**src/rtl/uart_tx_scheduler.sv**
```systemverilog
// Round-robin arbiter sharing one UART Tx line between NREQ byte requesters.
// Frame: start(0), data LSB first, even parity (^data), two stop bits; CLK_DIV clocks per bit.
module uart_tx_scheduler #(
  parameter int unsigned NREQ    = 4,
  parameter int unsigned GID_W   = 2,
  parameter int unsigned CLK_DIV = 1085
) (
  input  logic                CLOCK_125_p,
  input  logic                RESET,
  input  logic [NREQ-1:0]     req_valid,
  input  logic [8*NREQ-1:0]   req_data,
  output logic [NREQ-1:0]     req_ready,
  output logic [GID_W-1:0]    grant_id,
  output logic                busy,
  output logic                frame_done,
  output logic                Tx
);

  typedef enum logic {IDLE, SHIFT} state_t;

  localparam logic [10:0] DIV_LAST = 11'(CLK_DIV - 1);

  state_t           state;
  state_t           next_state;
  logic [GID_W-1:0] rr_ptr;
  logic [GID_W-1:0] pick;
  logic             any_req;
  logic [7:0]       pick_byte;
  logic [10:0]      div_cnt;
  logic [3:0]       bit_idx;
  logic [10:0]      frame;      // remaining bits after the start bit: {stop, stop, parity, data}
  logic             accept;
  logic             bit_end;
  logic             last_bit;

  assign bit_end  = (div_cnt == DIV_LAST);
  assign last_bit = (bit_idx == 4'd11);

  // Pick the first valid requester scanning upward from rr_ptr, wrapping to 0
  always_comb begin
    pick    = '0;
    any_req = 1'b0;
    for (int unsigned i = 0; i < NREQ; i++) begin
      if (!any_req && req_valid[i] && (i >= 32'(rr_ptr))) begin
        pick    = GID_W'(i);
        any_req = 1'b1;
      end
    end
    for (int unsigned i = 0; i < NREQ; i++) begin
      if (!any_req && req_valid[i] && (i < 32'(rr_ptr))) begin
        pick    = GID_W'(i);
        any_req = 1'b1;
      end
    end
  end

  // Select the granted requester's byte
  always_comb begin
    pick_byte = '0;
    for (int unsigned i = 0; i < NREQ; i++) begin
      if (32'(pick) == i) pick_byte = req_data[8*i +: 8];
    end
  end

  // Next-state logic plus the combinational accept and frame_done strobes
  always_comb begin
    next_state = state;
    accept     = 1'b0;
    req_ready  = '0;
    frame_done = 1'b0;
    case (state)
      IDLE: begin
        // RESET gate keeps req_ready low while reset is held (state already reads IDLE)
        if (any_req && !RESET) begin
          accept     = 1'b1;
          req_ready  = NREQ'(1) << pick;
          next_state = SHIFT;
        end
      end
      SHIFT: begin
        if (bit_end && last_bit) begin
          frame_done = 1'b1;
          next_state = IDLE;
        end
      end
      default: next_state = IDLE;
    endcase
  end

  // State register
  always_ff @(posedge CLOCK_125_p or posedge RESET) begin
    if (RESET) state <= IDLE;
    else       state <= next_state;
  end

  // Datapath: latch on accept, then shift one frame bit out every CLK_DIV clocks
  always_ff @(posedge CLOCK_125_p or posedge RESET) begin
    if (RESET) begin
      Tx       <= 1'b1;
      busy     <= 1'b0;
      grant_id <= '0;
      rr_ptr   <= '0;
      div_cnt  <= '0;
      bit_idx  <= '0;
      frame    <= '1;
    end else if (accept) begin
      frame    <= {2'b11, ^pick_byte, pick_byte};
      Tx       <= 1'b0;
      busy     <= 1'b1;
      div_cnt  <= '0;
      bit_idx  <= '0;
      grant_id <= pick;
      rr_ptr   <= (pick == GID_W'(NREQ - 1)) ? '0 : pick + GID_W'(1);
    end else if (state == SHIFT) begin
      if (bit_end) begin
        div_cnt <= '0;
        if (last_bit) begin
          Tx      <= 1'b1;
          busy    <= 1'b0;
          bit_idx <= '0;
        end else begin
          Tx      <= frame[0];
          frame   <= {1'b1, frame[10:1]};
          bit_idx <= bit_idx + 4'd1;
        end
      end else begin
        div_cnt <= div_cnt + 11'd1;
      end
    end
  end

endmodule

```
**config.mk**
```make
export PLATFORM = sky130hd
export DESIGN_NAME = uart_tx_scheduler
export DESIGN_NICKNAME = d
export VERILOG_FILES = /design/src/rtl/uart_tx_scheduler.sv
export SDC_FILE = /design/constraint.sdc
export NUM_CORES = 1
export LEC_CHECK = 0
export CORE_MARGIN = 8
export CORE_UTILIZATION = 45
export DETAILED_ROUTE_END_ITERATION = 16
export HOLD_SLACK_MARGIN = 0.05
export PLACE_DENSITY = 0.74
export SYNTH_ARGS = -nofsm -noshare
export SYNTH_HDL_FRONTEND = slang
export SYNTH_SLANG_ARGS = --single-unit
```
**constraint.sdc**
```tcl
create_clock -name CLOCK_125_p -period 3.4 [get_ports CLOCK_125_p]
set_input_delay 0.68 -clock CLOCK_125_p [delete_from_list [all_inputs] [get_ports CLOCK_125_p]]
set_output_delay 0.68 -clock CLOCK_125_p [all_outputs]
set_load 0.005 [all_outputs]
```
==> metrics <==
Tcrit/Tclk final 99.1%; switch share 31.8%; EDFF count, synth 0; sequential power share 35.8%; most common cell after layout, fill and taps aside clkdlybuf4s50_1; first-pass GRT wire length 8.80 mm; final setup vio count 0; CP delay by family, top compound AO/OA/AOI/OAI gates; Total GRT Usage 16.7%; H-tree levels 2; antenna diode count 0; number of buffers added on ports 46; Fin. Hold Viols 0; Sw Pwr 0.479 mW; initial core utilization 47.2%; final non-filler cell total 332; dpl hpwl between 3 and 4 mm; gpl congestion 0.799; Die W 81.0 um; Worst Path Buf+Inv 4; Final Max Tran Viols 0; CTS Buf Count 5; highest-count cells in the layout ignoring fill and taps clkdlybuf4s50_1 (41), buf_4 (28), dfrtp_1 (21); WL/cell 15.3 um; Routed Antenna Nets 0; sequential area share after synthesis 41.5%; area leader, netlist dfrtp_1; Final min period 3370 ps; vias 1829; Setup Skew 2.30 ps; gr ovfl total 0; unrepaired setup endpoints after global routing true; outcome completed; Most used DFF post-synth dfrtp_1; fillcell total 308; DRC errors left 0; required time of the critical path 3610 ps; FF+latch area 788 um^2; Via density 5.51; # IOs 47; # clock sinks 31; Clk Latency, worst-skew pair 280 ps; CP Data Arrival Time 3580 ps; Rows 23; cell mode on critical path a211o_1; Netlist cell types 48; synthesized area per cell 9.14 um^2; main area contributors after synthesis dfrtp_1 (28%), dfstp_2 (14%), ha_1 (4.6%); Async SR Flop Fraction between 90% and 100%; Max-Cap Viols 0; Highest Clock Rate 297 MHz; Int Pwr 1.03 mW; Critical Path Start Type primary input; Yosys reg bits 31; Synth warnings 0; CTS tree built; core area between 4000 and 5000 um^2; slew at the pin closest to its max-slew limit 472 ps; syn_nets 253; Worst path slowest cell clkdlybuf4s50_1; multi-input logic area 1100 um^2; Gate power share between 30% and 40%; Final nets 326; pin count of the biggest net entering global routing 22; maximum vdd ir drop 0.241 mV; nature of the critical path endpoint register; CTS Hold Bufs 0; critical path fanouts, max 5; final core utilization a little over two thirds; root buffer cell clkbuf_8; DR iter-0 viols 62; Routed WL roughly 5.1 mm; layout cells sized above 1 24.8%; PD cells around 540 nW/um^2; power share of the clock group around a quarter; Worst path max stage delay 530 ps; Cell Chain, Critical Path clkdlybuf4s50_1 -> inv_1 -> o22ai_1 -> a21oi_4 -> inv_2 -> ha_2 -> buf_4 -> or2b_4 -> o22a_1 -> a211o_1 -> a211o_1 -> a211o_1 -> a31oi_1; vias in the first global route 1930; Synth Cell Area about 1900 um^2; antenna violations before repair 0; Pre-Repair DR Iteration Count 4; Reg clk slew, reported paths 70 ps; leakage between 1 and 1.5 nW; Post-Syn Instances between 200 and 250; Worst slew margin 68.3%; Clock Path Buffers 2; Die H around 81 um; Synth top area share between 20% and 30%; critical path class primary input to register; layout overhead on the synthesized area 47.9%; Worst Hold Class register to register; Placed Cells 323; Die Area 6560 um^2
-- sequential cells by signal, indices dropped and copies added, names as in the netlist --
name,count
Tx,1
div_cnt,11
state,1
grant_id,2
frame,9
rr_ptr,2
busy,1
bit_idx,4
-- layer usage --
metal  GRT usage [%]  vias up  part of all wire [%]
met2            27.7       53                    48
met1            19.6      848                    44
met4            4.46        0                  0.95
met3            6.73        6                   7.0
met5               0        -                     0
li1                -      922                     -
-- repair_timing --
item | 4_1_cts | 5_1_grt
hold endpoints to repair | 0 | 0
setup buffers | 0 | 1
pin swaps | 2 | 4
endpoints found under the setup margin | 5 | 5
gates resized for setup | 6 | 19
-- worst register-to-register path, cell delays in order (launching register included) --
cell and delay, ps:
dfrtp_1 450, nand2_1 90, nand2_1 60, a21oi_2 130, o22ai_1 100, buf_4 160, ha_2 210, buf_6 130
buf_4 150, a221o_1 330, a211o_1 320, a211o_1 320, a211o_1 300, a31oi_1 130
-- path summary, 6_finish.rpt --
check,startpoint,endpoint,slack [ps],cells past startpoint
worst max-delay path,req_valid[2],frame[8]$_DFFE_PP1P_,30,13
worst min-delay path,Tx$_DFFE_PP1P_,Tx$_DFFE_PP1P_,480,2
worst max register to register,rr_ptr[1]$_DFFE_PP0N_,frame[8]$_DFFE_PP1P_,460,13
worst min register to register,Tx$_DFFE_PP1P_,Tx$_DFFE_PP1P_,480,2
max in group asynchronous,RESET,frame[0]$_DFFE_PP1P_,1890,3
min in group asynchronous,RESET,grant_id[1]$_DFFE_PP0N_,830,2
-- Yosys cell counts (3+ instances only) --
master	instances
or3_1	4
o221a_2	5
dfstp_2	10
ha_1	7
o211ai_1	3
nand3_1	5
o21ai_0	9
a221o_1	4
o22a_1	4
inv_1	16
nand2_1	17
nor3_1	3
a21oi_1	11
and2_1	4
a21o_1	4
o21ai_1	6
dfrtp_1	21
a211o_1	4
a211oi_1	3
nand4_1	3
a221oi_1	3
o211a_1	3
clkbuf_1	8
xor2_1	4
nor2_1	14
o22ai_1	7
-- power by group through the flow --
stage                     Clock [mW]  Sequential, mW  Combinational (mW)
after floorplan                    0           0.523               0.331
after global placement             0           0.538               0.524
after detailed placement           0           0.540               0.537
after CTS                      0.383           0.536               0.549
final                          0.379           0.538               0.588
after global routing           0.406           0.549               0.655
-- per-stage QoR --
step	TNS (ps)	hold slack [ps]	area, um^2	setup slack [ps]	total power, mW
global route	-96.0	500	2810	-96.0	1.61
finish	0	480	2810	29.2	1.50
floorplan	0	461	1900	109	0.854
global placement	-654	461	2600	-364	1.06
detailed placement	-1160	473	2600	-498	1.08
CTS	-170	484	2730	-62.3	1.47
-- cells by family after synthesis --
family | share of synthesized area (%)
xor+xnor | 2.30
simple gates | 17.6
compound gates | 29.0
flops | 41.5
buf+inv | 5.00
fa+ha+maj | 4.61
-- layout make-up --
type	instances	area share (%)
multi-input cells	152	39.0
flip-flops and latches	31	28.0
repair buffers	75	24.4
clock buffers	6	2.94
well taps	50	2.23
inverters	16	2.14
clock inverters	2	1.25
Note: power is estimated with default switching activity, not from simulation.
==> variant 1 (same settings) <==
The parameter `GID_W` goes from 2 to 3.
--- a/src/rtl/uart_tx_scheduler.sv
+++ b/src/rtl/uart_tx_scheduler.sv
@@ -3,5 +3,5 @@
 module uart_tx_scheduler #(
   parameter int unsigned NREQ    = 4,
-  parameter int unsigned GID_W   = 2,
+  parameter int unsigned GID_W   = 3,
   parameter int unsigned CLK_DIV = 1085
 ) (
Interface: changed (resized grant_id); port bits go from 47 to 48. The function was not compared with the original's and may differ.
==> variant 1 against the unedited design <==
Sequential share of layout area grew 0.50 points. Area after synthesis rose by 2.3%. Core utilization fell by 5.0 points. First-iteration DRC count grew 27%. Setup slack better by 0.14 ns. Synthesized cell count grew 7.2%. Global-route usage decreased by 2.0 points. Sequential cell count stayed put. Wire length is 3.5% lower. Cell area fell by 1.7%. Hold slack got worse by 0.015 ns. Sequential power barely moved. Total power is 10% lower. Largest cell class unchanged.
==> variant 1: results (changes against the unedited design) <==
Min-delay worst type -> reg2reg
Most frequent cells after synthesis -> dfrtp_1 (21), inv_1 (21), nor2_1 (21)
Post-Synth XOR/XNOR Area -> 0.0315 (+0.00849)
CTS resizes -> 3 (-3)
Asr flop ratio synth -> 1.00 (unchanged)
Mapped Avg Cell Area -> 8.72 sq um (-4.6%)
Worst reg2reg path depth -> 12 (-1)
Worst Clk Skew -> 0.00732 ns (+0.00501 ns)
Largest net degree at the start of global routing -> 28 (+27%)
Adder-cell share of the synthesized area -> 0.0450 (-0.00104)
Sequential cell area fraction in the yosys report -> 0.405 (-0.00934)
Worst vdd ir -> 261 uV (+8.4%)
GP Congestion -> 0.829 (+3.8%)
Largest cells by area after synthesis -> dfrtp_1 (27%), dfstp_2 (14%), o21ai_0 (4.9%)
Maximum clock rate -> 310 MHz (+4.4%)
Initial DRC Count -> 79 (+27%)
CP endpoint -> req_ready[2]
Worst-path clk slew -> 0.06 ns
Via/cell ratio -> 5.41 (-1.7%)
Final-layout fill cell count -> 397 (+29%)
Synth cell types -> 52 (+8.3%)
Cell area after placement -> 2640 sq um (+1.4%)
Non-filler cells, final -> 347 (+4.5%)
Total iterations of the first detailed-routing run -> 4 (unchanged)
P_leak -> 1.25 nW (-2.9%)
R2r endpoint -> frame[8]
CTS Buf Count -> 5 (unchanged)
GRT Util Overall -> 0.147 (-0.0199)
Arr. time, crit path -> 2.55 ns (-1.03 ns)
WHS Path Cells -> 2 (unchanged)
H-tree depth -> 2 (unchanged)
Max clock buf depth -> 2 (unchanged)
Initial antenna violation count -> 0 (unchanged)
Reg2Reg Setup Slack -> 0.51 ns (+0.05 ns)
Status -> completed
IO Port Bufs -> 46 (unchanged)
Hold violation count in the final report -> 0 (unchanged)
Crit-path max FO -> 4 (-1)
Antenna cell count -> 0 (unchanged)
Register area -> 788 sq um (unchanged)
Biggest regs -> div_cnt: 11 flops, frame: 9 flops, bit_idx: 4 flops
Crit. Startpoint -> req_valid[2]
Worst R2R Start -> rr_ptr[1]
Pre-CTS setup slack -> -0.187 ns (+0.312 ns)
Inst Count DP -> 339 (+5.0%)
Syn_nets -> 268 (+5.9%)
Final Max Tran Viols -> 0 (unchanged)
Initial Util -> 0.456 (-0.0158)
Share of layout cells above drive strength 1 -> 0.183 (-0.0652)
Compound-Gate Fraction of Synth Area -> 0.251 (-0.0394)
Multiplexer area fraction after synthesis -> 0.00515 (+0.00515)
Vias in the first global route -> 1852 (-4.0%)
Final wirelength -> 4890 microns (-3.5%)
DP Wirelength -> 3750 microns (-4.8%)
First-pass GRT wire length -> 7910 microns (-10%)
[variant 1: final cells by class]
cell class                      instances  area share
Clock buffer                            7      0.0312
Inverter                               22      0.0299
Multi-Input combinational cell        162       0.383
Timing Repair Buffer                   72       0.245
Tap cell                               52      0.0236
Clock inverter                          1     0.00181
Sequential cell                        31       0.285
[variant 1: routing by layer]
| metal | vias to the layer above | part of all wire | GRT usage |
|---|---|---|---|
| met2 | 42 | 0.50 | 0.261 |
| li1 | 944 | - | - |
| met3 | 3 | 0.051 | 0.0405 |
| met5 | - | 0 | 0 |
| met1 | 890 | 0.44 | 0.175 |
| met4 | 0 | 0.0025 | 0.0246 |
[variant 1: kinds of logic after synthesis]
group | Yosys count
adders and majority gates | 7
xor gates and xnor gates | 7
and+or+nand+nor | 74
AOI/OAI and AO/OA | 72
buffers and inverters | 30
other | 1
DFF | 31
muxes | 1
[variant 1: worst min path at each step]
stage | start | to | slack [ns]
after floorplan | frame[2] | frame[2] | 0.44
after global placement | frame[2] | frame[2] | 0.45
after detailed placement | frame[2] | frame[2] | 0.46
after CTS | frame[2] | frame[2] | 0.47
after global routing | Tx | Tx | 0.49
final | frame[2] | frame[2] | 0.47
[variant 1: report_power, final]
part	internal (mW)	switching, mW	leakage, nW
Sequential	0.469	0.0673	0.357
Combinational	0.278	0.238	0.846
Clock	0.163	0.132	0.0482
Total	0.910	0.437	1.25
[variant 1: worst max-delay path, stage by stage]
cell             delay, ns
clkdlybuf4s50_1       0.44
buf_4                 0.15
o21a_1                0.10
o22ai_2               0.15
inv_1                 0.08
ha_1                  0.19
buf_4                 0.14
and2_2                0.16
clkdlybuf4s50_1       0.45
==> variant 2 (same flow settings) <==
Without the edit above. Compare `bit_idx` against `4'd11` with >= in place of ==.
--- a/src/rtl/uart_tx_scheduler.sv
+++ b/src/rtl/uart_tx_scheduler.sv
@@ -35,5 +35,5 @@
 
   assign bit_end  = (div_cnt == DIV_LAST);
-  assign last_bit = (bit_idx == 4'd11);
+  assign last_bit = (bit_idx >= 4'd11);
 
   // Pick the first valid requester scanning upward from rr_ptr, wrapping to 0
Behaviour: no difference found for any inputs over 10 cycles, from zero or initial values and one cycle with RESET high; that may be too few to reach the edited logic, so the function may still have changed.
==> variant 2 against the unedited design <==
Cell area decreased by 11%. Hold slack improved by 0.0075 ns. Total power decreased by 13%. Die area decreased by 2.0%. Sequential cell count unchanged. Via count decreased by 11%. Wire length decreased by 15%. Count of clock-buffer cells in the layout increased by 2. Sequential power decreased by 1%. Setup slack improved by 0.10 ns. Global-route usage decreased by 2.0 points. Area after synthesis decreased by 2.4%. Critical path type is now in2out.
==> variant 2: results (changes against the unedited design) <==
Hold EP -> grant_id[0]
Asr flop ratio synth -> 1.00 (unchanged)
Vias in the first global route -> 1744 (-9.6%)
GP Congestion -> 0.764 (-4.3%)
Later-pin clock latency in the skew report -> 0.28 ns (about the same)
Status -> completed
Switching pwr -> 0.412 mW (-14%)
R2r endpoint -> frame[8]
DR vias -> 1629 (-11%)
WHS Path Cells -> 2 (unchanged)
Adder-cell share of the synthesized area -> 0.0472 (+0.00115)
Arr. time, crit path -> 2.59 ns (-0.99 ns)
Final #Nets -> 298 (-8.6%)
Synth cell types -> 44 (-8.3%)
Sequential cell area fraction in the yosys report -> 0.425 (+0.0104)
Post-Synth XOR/XNOR Area -> 0.0702 (+0.0471)
Root buf cell -> clkbuf_8
HP Start -> grant_id[0]
P_leak -> 1.09 nW (-15%)
Share of layout cells above drive strength 1 -> 0.169 (-0.0789)
First-pass GRT wire length -> 7610 microns (-13%)
Most frequent cells after synthesis -> nand2_1 (27), dfrtp_1 (21), nor2_1 (19)
Total iterations of the first detailed-routing run -> 6 (+2)
Syn_nets -> 241 (-4.7%)
Cell area after placement -> 2410 sq um (-7.4%)
Initial DRC Count -> 88 (+42%)
WL per Instance -> 14.1 microns (-7.4%)
Multiplexer area fraction after synthesis -> 0.0115 (+0.0115)
Largest cells by area after synthesis -> dfrtp_1 (28%), dfstp_2 (14%), nand2_1 (5.5%)
Max clock buf depth -> 2 (unchanged)
Worst Clk Skew -> 0.00239 ns (+0.0000844 ns)
Final-layout fill cell count -> 330 (+7.1%)
Compound-Gate Fraction of Synth Area -> 0.213 (-0.0771)
Worst rel slew slack -> 0.382 (-0.300)
DP Wirelength -> 3410 microns (-13%)
Largest net degree at the start of global routing -> 25 (+14%)
Reg2Reg Setup Slack -> 0.70 ns (+0.24 ns)
Crit-path max FO -> 4 (-1)
Worst vdd ir -> 227 uV (-5.8%)
GRT Util Overall -> 0.147 (-0.0204)
## variant 2: changes by cell type after synthesis, moves of 4 or more
| cell | before | now |
|---|---|---|
| nand2_1 | 17 | 27 |
| inv_1 | 16 | 9 |
| clkbuf_1 | 8 | 2 |
| o22ai_1 | 7 | 1 |
| nor2_1 | 14 | 19 |
| o21ai_1 | 6 | 1 |
| o221ai_1 | 1 | 6 |
| xnor2_1 | 1 | 6 |
| a211o_1 | 4 | 0 |
| a21o_1 | 4 | 0 |
| o22a_1 | 4 | 0 |
## variant 2: worst max-delay path by stage
stage | start | to | slack [ns]
finish | req_valid[1] | req_ready[1] | 0.13
global route | req_valid[1] | req_ready[1] | 0.004
CTS | req_valid[0] | req_ready[3] | 0.01
detailed placement | req_valid[0] | frame[8] | 0.01
global placement | req_valid[2] | req_ready[3] | 0.03
floorplan | req_valid[2] | frame[8] | 0.54
## variant 2: metal layers
metal / wire length (microns) / global-route usage / vias to the layer above
met3: 337 / 0.0614 / 5
li1: - / - / 827
met1: 1970 / 0.178 / 746
met2: 1920 / 0.224 / 51
met4: 75 / 0.0600 / 0
met5: 0 / 0 / -
## variant 2: layout make-up
type | count | area, sq um | share of cell area
Clock buffer | 8 | 100 | 0.0398
Inverter | 10 | 37.5 | 0.0149
Multi-Input combinational cell | 150 | 991 | 0.394
Sequential cell | 31 | 788 | 0.313
Tap cell | 50 | 62.6 | 0.0249
Timing Repair Buffer | 55 | 536 | 0.213
## variant 2: cell families (layout without fill, tap and decap cells)
logic type,after synthesis,count (layout)
and+or+nand+nor,75,75
AOI/OAI and AO/OA,52,52
DFF,31,31
buffers and inverters,15,73
xor gates and xnor gates,14,14
adders and majority gates,7,7
muxes,2,2
## variant 2: timing repair
item	4_1_cts	5_1_grt
hold buffers	0	0
resized for setup	0	4
endpoints found under the setup margin	0	4
## variant 2: worst max-delay path: stages
cell             delay [ns]
clkdlybuf4s50_1        0.52
a21oi_1                0.05
o21a_1                 0.17
o22ai_1                0.18
buf_4                  0.15
ha_1                   0.19
and2_1                 0.14
clkdlybuf4s50_1        0.51
## variant 2: stage by stage
step	power, mW	util	hold slack [ns]	instances	setup slack, ns
2_1_floorplan	0.875	-	0.461	196	0.538
5_1_grt	1.42	0.633	0.517	304	0.00366
3_5_place_dp	1.00	0.606	0.473	296	0.0130
3_3_place_gp	0.985	0.606	0.460	296	0.0309
6_report	1.31	0.633	0.487	304	0.132
4_1_cts	1.33	0.631	0.490	304	0.0103
## variant 2: power groups by stage
stage | registers (mW) | clock network (mW) | logic (mW)
after floorplan | 0.519 | 0 | 0.357
after global placement | 0.533 | 0 | 0.452
after detailed placement | 0.535 | 0 | 0.465
after CTS | 0.530 | 0.331 | 0.468
after global routing | 0.545 | 0.347 | 0.528
final | 0.530 | 0.319 | 0.461
